File: src/rtl/async_fifo_wr_ctrl.sv
// Write-side pointer/flag controller for an async FIFO: synchronises the read
// Gray pointer into the write clock and produces wr_ptr, Gray wr_ptr, full/almost_full, level, overflow.
module async_fifo_wr_ctrl #(
  parameter int DEPTH              = 128,
  parameter int PTR_SIZE           = $clog2(DEPTH),
  parameter int SYNC_STAGES        = 2,
  parameter int ALMOST_FULL_THRESH = DEPTH - 4
) (
  input  logic                i_wr_clk,
  input  logic                i_wr_reset_n,
  input  logic                i_wr_en,
  input  logic [PTR_SIZE:0]   i_rd_ptr_gray,
  output logic                o_wr_accept,
  output logic [PTR_SIZE:0]   o_wr_ptr,
  output logic [PTR_SIZE:0]   o_wr_ptr_gray,
  output logic                o_full,
  output logic                o_almost_full,
  output logic [PTR_SIZE:0]   o_wr_count,
  output logic                o_overflow
);

  localparam int                PW        = PTR_SIZE + 1;
  localparam logic [PTR_SIZE:0] AF_THRESH = PW'(ALMOST_FULL_THRESH);

  function automatic logic [PTR_SIZE:0] bin2gray(input logic [PTR_SIZE:0] b);
    return b ^ (b >> 1);
  endfunction

  function automatic logic [PTR_SIZE:0] gray2bin(input logic [PTR_SIZE:0] g);
    logic [PTR_SIZE:0] b;
    b[PTR_SIZE] = g[PTR_SIZE];
    for (int i = PTR_SIZE - 1; i >= 0; i--) begin
      b[i] = b[i+1] ^ g[i];
    end
    return b;
  endfunction

  logic [SYNC_STAGES-1:0][PTR_SIZE:0] r_sync;
  logic [PTR_SIZE:0]                  r_wr_ptr;
  logic [PTR_SIZE:0]                  r_wr_ptr_gray;
  logic                               r_full;
  logic                               r_almost_full;
  logic [PTR_SIZE:0]                  r_wr_count;
  logic                               r_overflow;

  logic                               w_wr_accept;
  logic [PTR_SIZE:0]                  w_rq_gray;
  logic [PTR_SIZE:0]                  w_rq_bin;
  logic [PTR_SIZE:0]                  w_wr_ptr_next;
  logic [PTR_SIZE:0]                  w_full_pattern;
  logic                               w_full_next;
  logic [PTR_SIZE:0]                  w_wr_count_next;
  logic                               w_almost_full_next;

  // Plain flop chain: the port feeds stage 0 directly, no logic in between.
  always_ff @(posedge i_wr_clk) begin
    if (!i_wr_reset_n) begin
      r_sync <= '0;
    end else begin
      r_sync <= {r_sync[SYNC_STAGES-2:0], i_rd_ptr_gray};
    end
  end

  assign w_rq_gray = r_sync[SYNC_STAGES-1];
  assign w_rq_bin  = gray2bin(w_rq_gray);

  assign w_wr_accept   = i_wr_reset_n & i_wr_en & ~r_full;
  assign w_wr_ptr_next = r_wr_ptr + {{PTR_SIZE{1'b0}}, w_wr_accept};

  // Full when the write pointer is exactly one lap (DEPTH) ahead of the read pointer.
  assign w_full_pattern     = {~w_rq_gray[PTR_SIZE:PTR_SIZE-1], w_rq_gray[PTR_SIZE-2:0]};
  assign w_full_next        = (bin2gray(w_wr_ptr_next) == w_full_pattern);
  assign w_wr_count_next    = w_wr_ptr_next - w_rq_bin;
  assign w_almost_full_next = (w_wr_count_next >= AF_THRESH);

  always_ff @(posedge i_wr_clk) begin
    if (!i_wr_reset_n) begin
      r_wr_ptr      <= '0;
      r_wr_ptr_gray <= '0;
      r_full        <= 1'b0;
      r_almost_full <= 1'b0;
      r_wr_count    <= '0;
      r_overflow    <= 1'b0;
    end else begin
      r_wr_ptr      <= w_wr_ptr_next;
      r_wr_ptr_gray <= bin2gray(w_wr_ptr_next);
      r_full        <= w_full_next;
      r_almost_full <= w_almost_full_next;
      r_wr_count    <= w_wr_count_next;
      r_overflow    <= r_overflow | (i_wr_en & r_full);
    end
  end

  assign o_wr_accept   = w_wr_accept;
  assign o_wr_ptr      = r_wr_ptr;
  assign o_wr_ptr_gray = r_wr_ptr_gray;
  assign o_full        = r_full;
  assign o_almost_full = r_almost_full;
  assign o_wr_count    = r_wr_count;
  assign o_overflow    = r_overflow;

endmodule

File: config.mk
export PLATFORM = sky130hd
export DESIGN_NAME = async_fifo_wr_ctrl
export DESIGN_NICKNAME = d
export VERILOG_FILES = /design/src/rtl/async_fifo_wr_ctrl.sv
export SDC_FILE = /design/constraint.sdc
export NUM_CORES = 1
export LEC_CHECK = 0
export CORE_ASPECT_RATIO = 1.2
export CORE_MARGIN = 3
export CORE_UTILIZATION = 53
export CTS_BUF_LIST = sky130_fd_sc_hd__clkbuf_4
export CTS_CLUSTER_DIAMETER = 100
export CTS_CLUSTER_SIZE = 25
export DETAILED_ROUTE_END_ITERATION = 16
export GPL_TIMING_DRIVEN = 0
export PLACE_DENSITY = 0.86
export SLEW_MARGIN = 20
export SYNTH_ARGS = -nofsm -noshare
export SYNTH_HDL_FRONTEND = slang
export SYNTH_SLANG_ARGS = --single-unit
File: constraint.sdc
create_clock -name i_wr_clk -period 4.6 [get_ports i_wr_clk]
set_input_delay 1.38 -clock i_wr_clk [delete_from_list [all_inputs] [get_ports i_wr_clk]]
set_output_delay 1.38 -clock i_wr_clk [all_outputs]
set_load 0.05 [all_outputs]
==> key figures <==
Setup path
  • Crit path buf inv count: 3
  • Slowest cell on crit path: clkdlybuf4s50_1
  • Slowest Stage Delay on Critical Path: 0.54 ns
  • Most frequent CP cell: ha_1
  • Register-to-register setup slack: between 1 and 1.5 ns
  • Critical Path Source Type: input port
  • Crit path DAT: 4.62 ns
  • CP Class: in -> reg
  • R2r startpoint: w_rq_gray[7]
  • Worst EP required: 4.83 ns
  • Worst path top cell family by delay: buffers and inverters
  • Critical Path End Type: flip-flop
  • Critical path fanouts, max: 10
  • Register-to-Register Path Depth: 11
  • RR Endpoint: o_almost_full
  • Worst-path cell chain: clkdlybuf4s50_1 -> clkbuf_4 -> nand2_1 -> nor2_2 -> ha_1 -> nand4_1 -> xor2_4 -> inv_1 -> ha_1 -> a21oi_1 -> nor2b_1 -> o21ai_0 -> nand2b_1 -> a41oi_4 -> xor2_2 -> o32ai_1

Clock network
  • Reg clk slew, reported paths: 0.11 ns
  • Root buf cell: clkbuf_4
  • Clk Latency, worst-skew pair: 0.35 ns
  • H-Tree Depth: 2
  • Clk sinks: 42
  • Hold_buf cts: 0
  • Clock Path Buffers: 2
  • Num CTS Buffers: 5
  • CTS tree: done

Floorplan
  • IO Pins: 39
  • Die height: 72.3 microns
  • Starting density of the core: 0.567
  • Die width: 61.2 microns
  • Core Footprint: 3420 sq um
  • Die area: 4430 sq um
  • Row count: 23

Cells and area
  • Antenna cells: 0
  • Syn-to-layout area delta: 27.5%
  • Most frequent cells in the layout: 42 x dfxtp_1, 37 x clkdlybuf4s50_1, 21 x nor2_1, 21 x and2_1, 15 x xnor2_1
  • Layout cell share with drive strength beyond 1: 0.110
  • Final instance area: 2470 sq um
  • Utilization after layout: 0.723
  • Commonest non-fill, non-tap cell in the layout: dfxtp_1
  • Final net count: between 200 and 300

Power
  • Maximum VDD drop: approximately 0.00024 V
  • Internal power: 569 uW
  • Pleak: 0.00105 uW
  • Net Sw Frac: 0.334
  • Comb pwr share: 0.327
  • Clk pwr share: 0.204
  • Reg power frac: 0.470
  • PwrDens: around 350 nW/um^2
  • NetSw: 285 uW

GRT
  • Global route overflow: 0
  • Vias in the first global route: approximately 1300
  • Pin count of the biggest net entering global routing: 13
  • Initial antenna violation count: 0
  • Global-route wire length before repair: roughly 6000 microns
  • Total global-route track usage: 0.184

STA
  • Skew final: about 0.007 ns
  • Final worst path period share: 0.954
  • Worst-Margin Slew: between 0.6 and 0.7 ns
  • Min cycle time layout: 4.39 ns
  • Fmax: 228 MHz
  • Slew HR: 0.593
  • RSZ-0062 raised after global routing: false
  • Final setup vio count: 0
  • Hold WS: 0.443 ns
  • Pins over their slew limit: 0
  • Hold Violations, Final: 0

Route
  • DRC violations left: 0
  • Final ANT Viol Nets: 0
  • Via count: 1375
  • Via density: 5.02
  • Final wirelength: 3560 microns
  • Initial drt markers: 29
  • DR pass1 iterations: 4
  • DR WL/cell: 13.0 microns

Logic synthesis
  • Post-Synthesis Cells: 189
  • Synth area leaders: dfxtp_1 43%, and2_1 6.8%, xnor2_1 6.8%
  • Mapped Nets: 210
  • Yosys top cell by area: dfxtp_1
  • Synthesized cell area: approximately 1900 sq um
  • Top cell type's share of synthesized area: 0.433
  • Synth unique cells: 41
  • Synth Register Bits: 42
  • Ys async rst share: 0
  • Avg Synthesized Cell Area: 10.3 sq um
  • Top FF cell, synth: dfxtp_1
  • Sequential share of the synthesized area: 0.433
  • Yosys warns: 0
  • Post-synth EDFFs: 0

Worst hold path
  • Worst Hold Path Cells: 1
  • HP Class: reg -> reg
  • HP Start: r_sync[4]
  • Hold endpoint: w_rq_gray[4]

Place
  • GPL Wtd Cong: 0.825
  • DP Area: 2370 sq um
  • IO buf count: 38
  • Detail Placement HPWL: 2700 microns

Job
  • Number of max-cap violations: 0

Status
  • Status: complete, no violations
metrics by stage:
stage / setup WS [ns] / TNS (ns) / instances / power (uW)
2_1_floorplan: 0.210 / 0 / 189 / 613
3_3_place_gp: -0.359 / -0.904 / 264 / 682
3_5_place_dp: -0.429 / -1.39 / 264 / 689
4_1_cts: 0.00253 / 0 / 272 / 860
5_1_grt: 0.0181 / 0 / 274 / 902
6_report: 0.213 / 0 / 274 / 854
state kept, by name (all words and copies together) (netlist names):
register,cells
o_almost_full,1
o_wr_count,8
o_wr_ptr,8
w_rq_gray,8
o_full,1
o_overflow,1
o_wr_ptr_gray,7
r_sync,8
logic make-up after synthesis:
kind of cell / share of synthesized area
DFF: 0.433
xor gates and xnor gates: 0.200
AOI/OAI and AO/OA: 0.0825
muxes: 0.0110
adders and majority gates: 0.0683
buffers and inverters: 0.0400
and+or+nand+nor: 0.165
area by class of cell:
| class | count | area (sq um) |
|---|---|---|
| clock buffer | 6 | 45.0 |
| multi-input combinational | 130 | 1060 |
| buffer | 5 | 36.3 |
| sequential | 42 | 841 |
| tap | 37 | 46.3 |
| inverter | 12 | 45.0 |
| clock inverter | 2 | 8.76 |
| timing repair buffer | 40 | 394 |
| fill | 253 | 950 |
how the worst max path moves through the flow:
stage	start	endpoint	cells past startpoint	slack (ns)
after floorplan	i_wr_reset_n	o_almost_full	15	0.21
after global placement	i_wr_reset_n	o_almost_full	16	-0.36
after detailed placement	i_wr_reset_n	o_almost_full	16	-0.43
after CTS	i_wr_reset_n	o_almost_full	15	0.003
after global routing	i_wr_reset_n	o_almost_full	16	0.02
final	i_wr_reset_n	o_almost_full	16	0.21
metal layers:
metal  part of all wire  global-route usage  vias up
li1                   -                   -      701
met5                  0                   0        -
met1               0.39               0.196      633
met2               0.54               0.312       33
met3              0.038              0.0498        8
met4              0.029               0.111        0
power groups by stage:
stage                     Combinational (uW)  Sequential, uW  Clock, uW
after CTS                                280             401        179
after floorplan                          130             483          0
after global routing                     301             405        197
final                                    279             401        174
after detailed placement                 279             410          0
after global placement                   274             408          0
cell usage after synthesis, drive strengths merged (2+ instances only):
cell and count:
dfxtp 42, nand2 6, xor2 18, and2 22, inv 12, nand3 5
xnor2 16, o21ai 3, ha 9, nor2 22, clkbuf 4, and3 2
a21oi 4, or3 2
what timing repair did:
item | 4_1_cts | 5_1_grt
endpoints found under the setup margin | 3 | 5
buffers inserted | 0 | 2
resized for setup | 2 | 7
pin swaps | 0 | 1
Note: power is estimated with default switching activity, not from simulation.
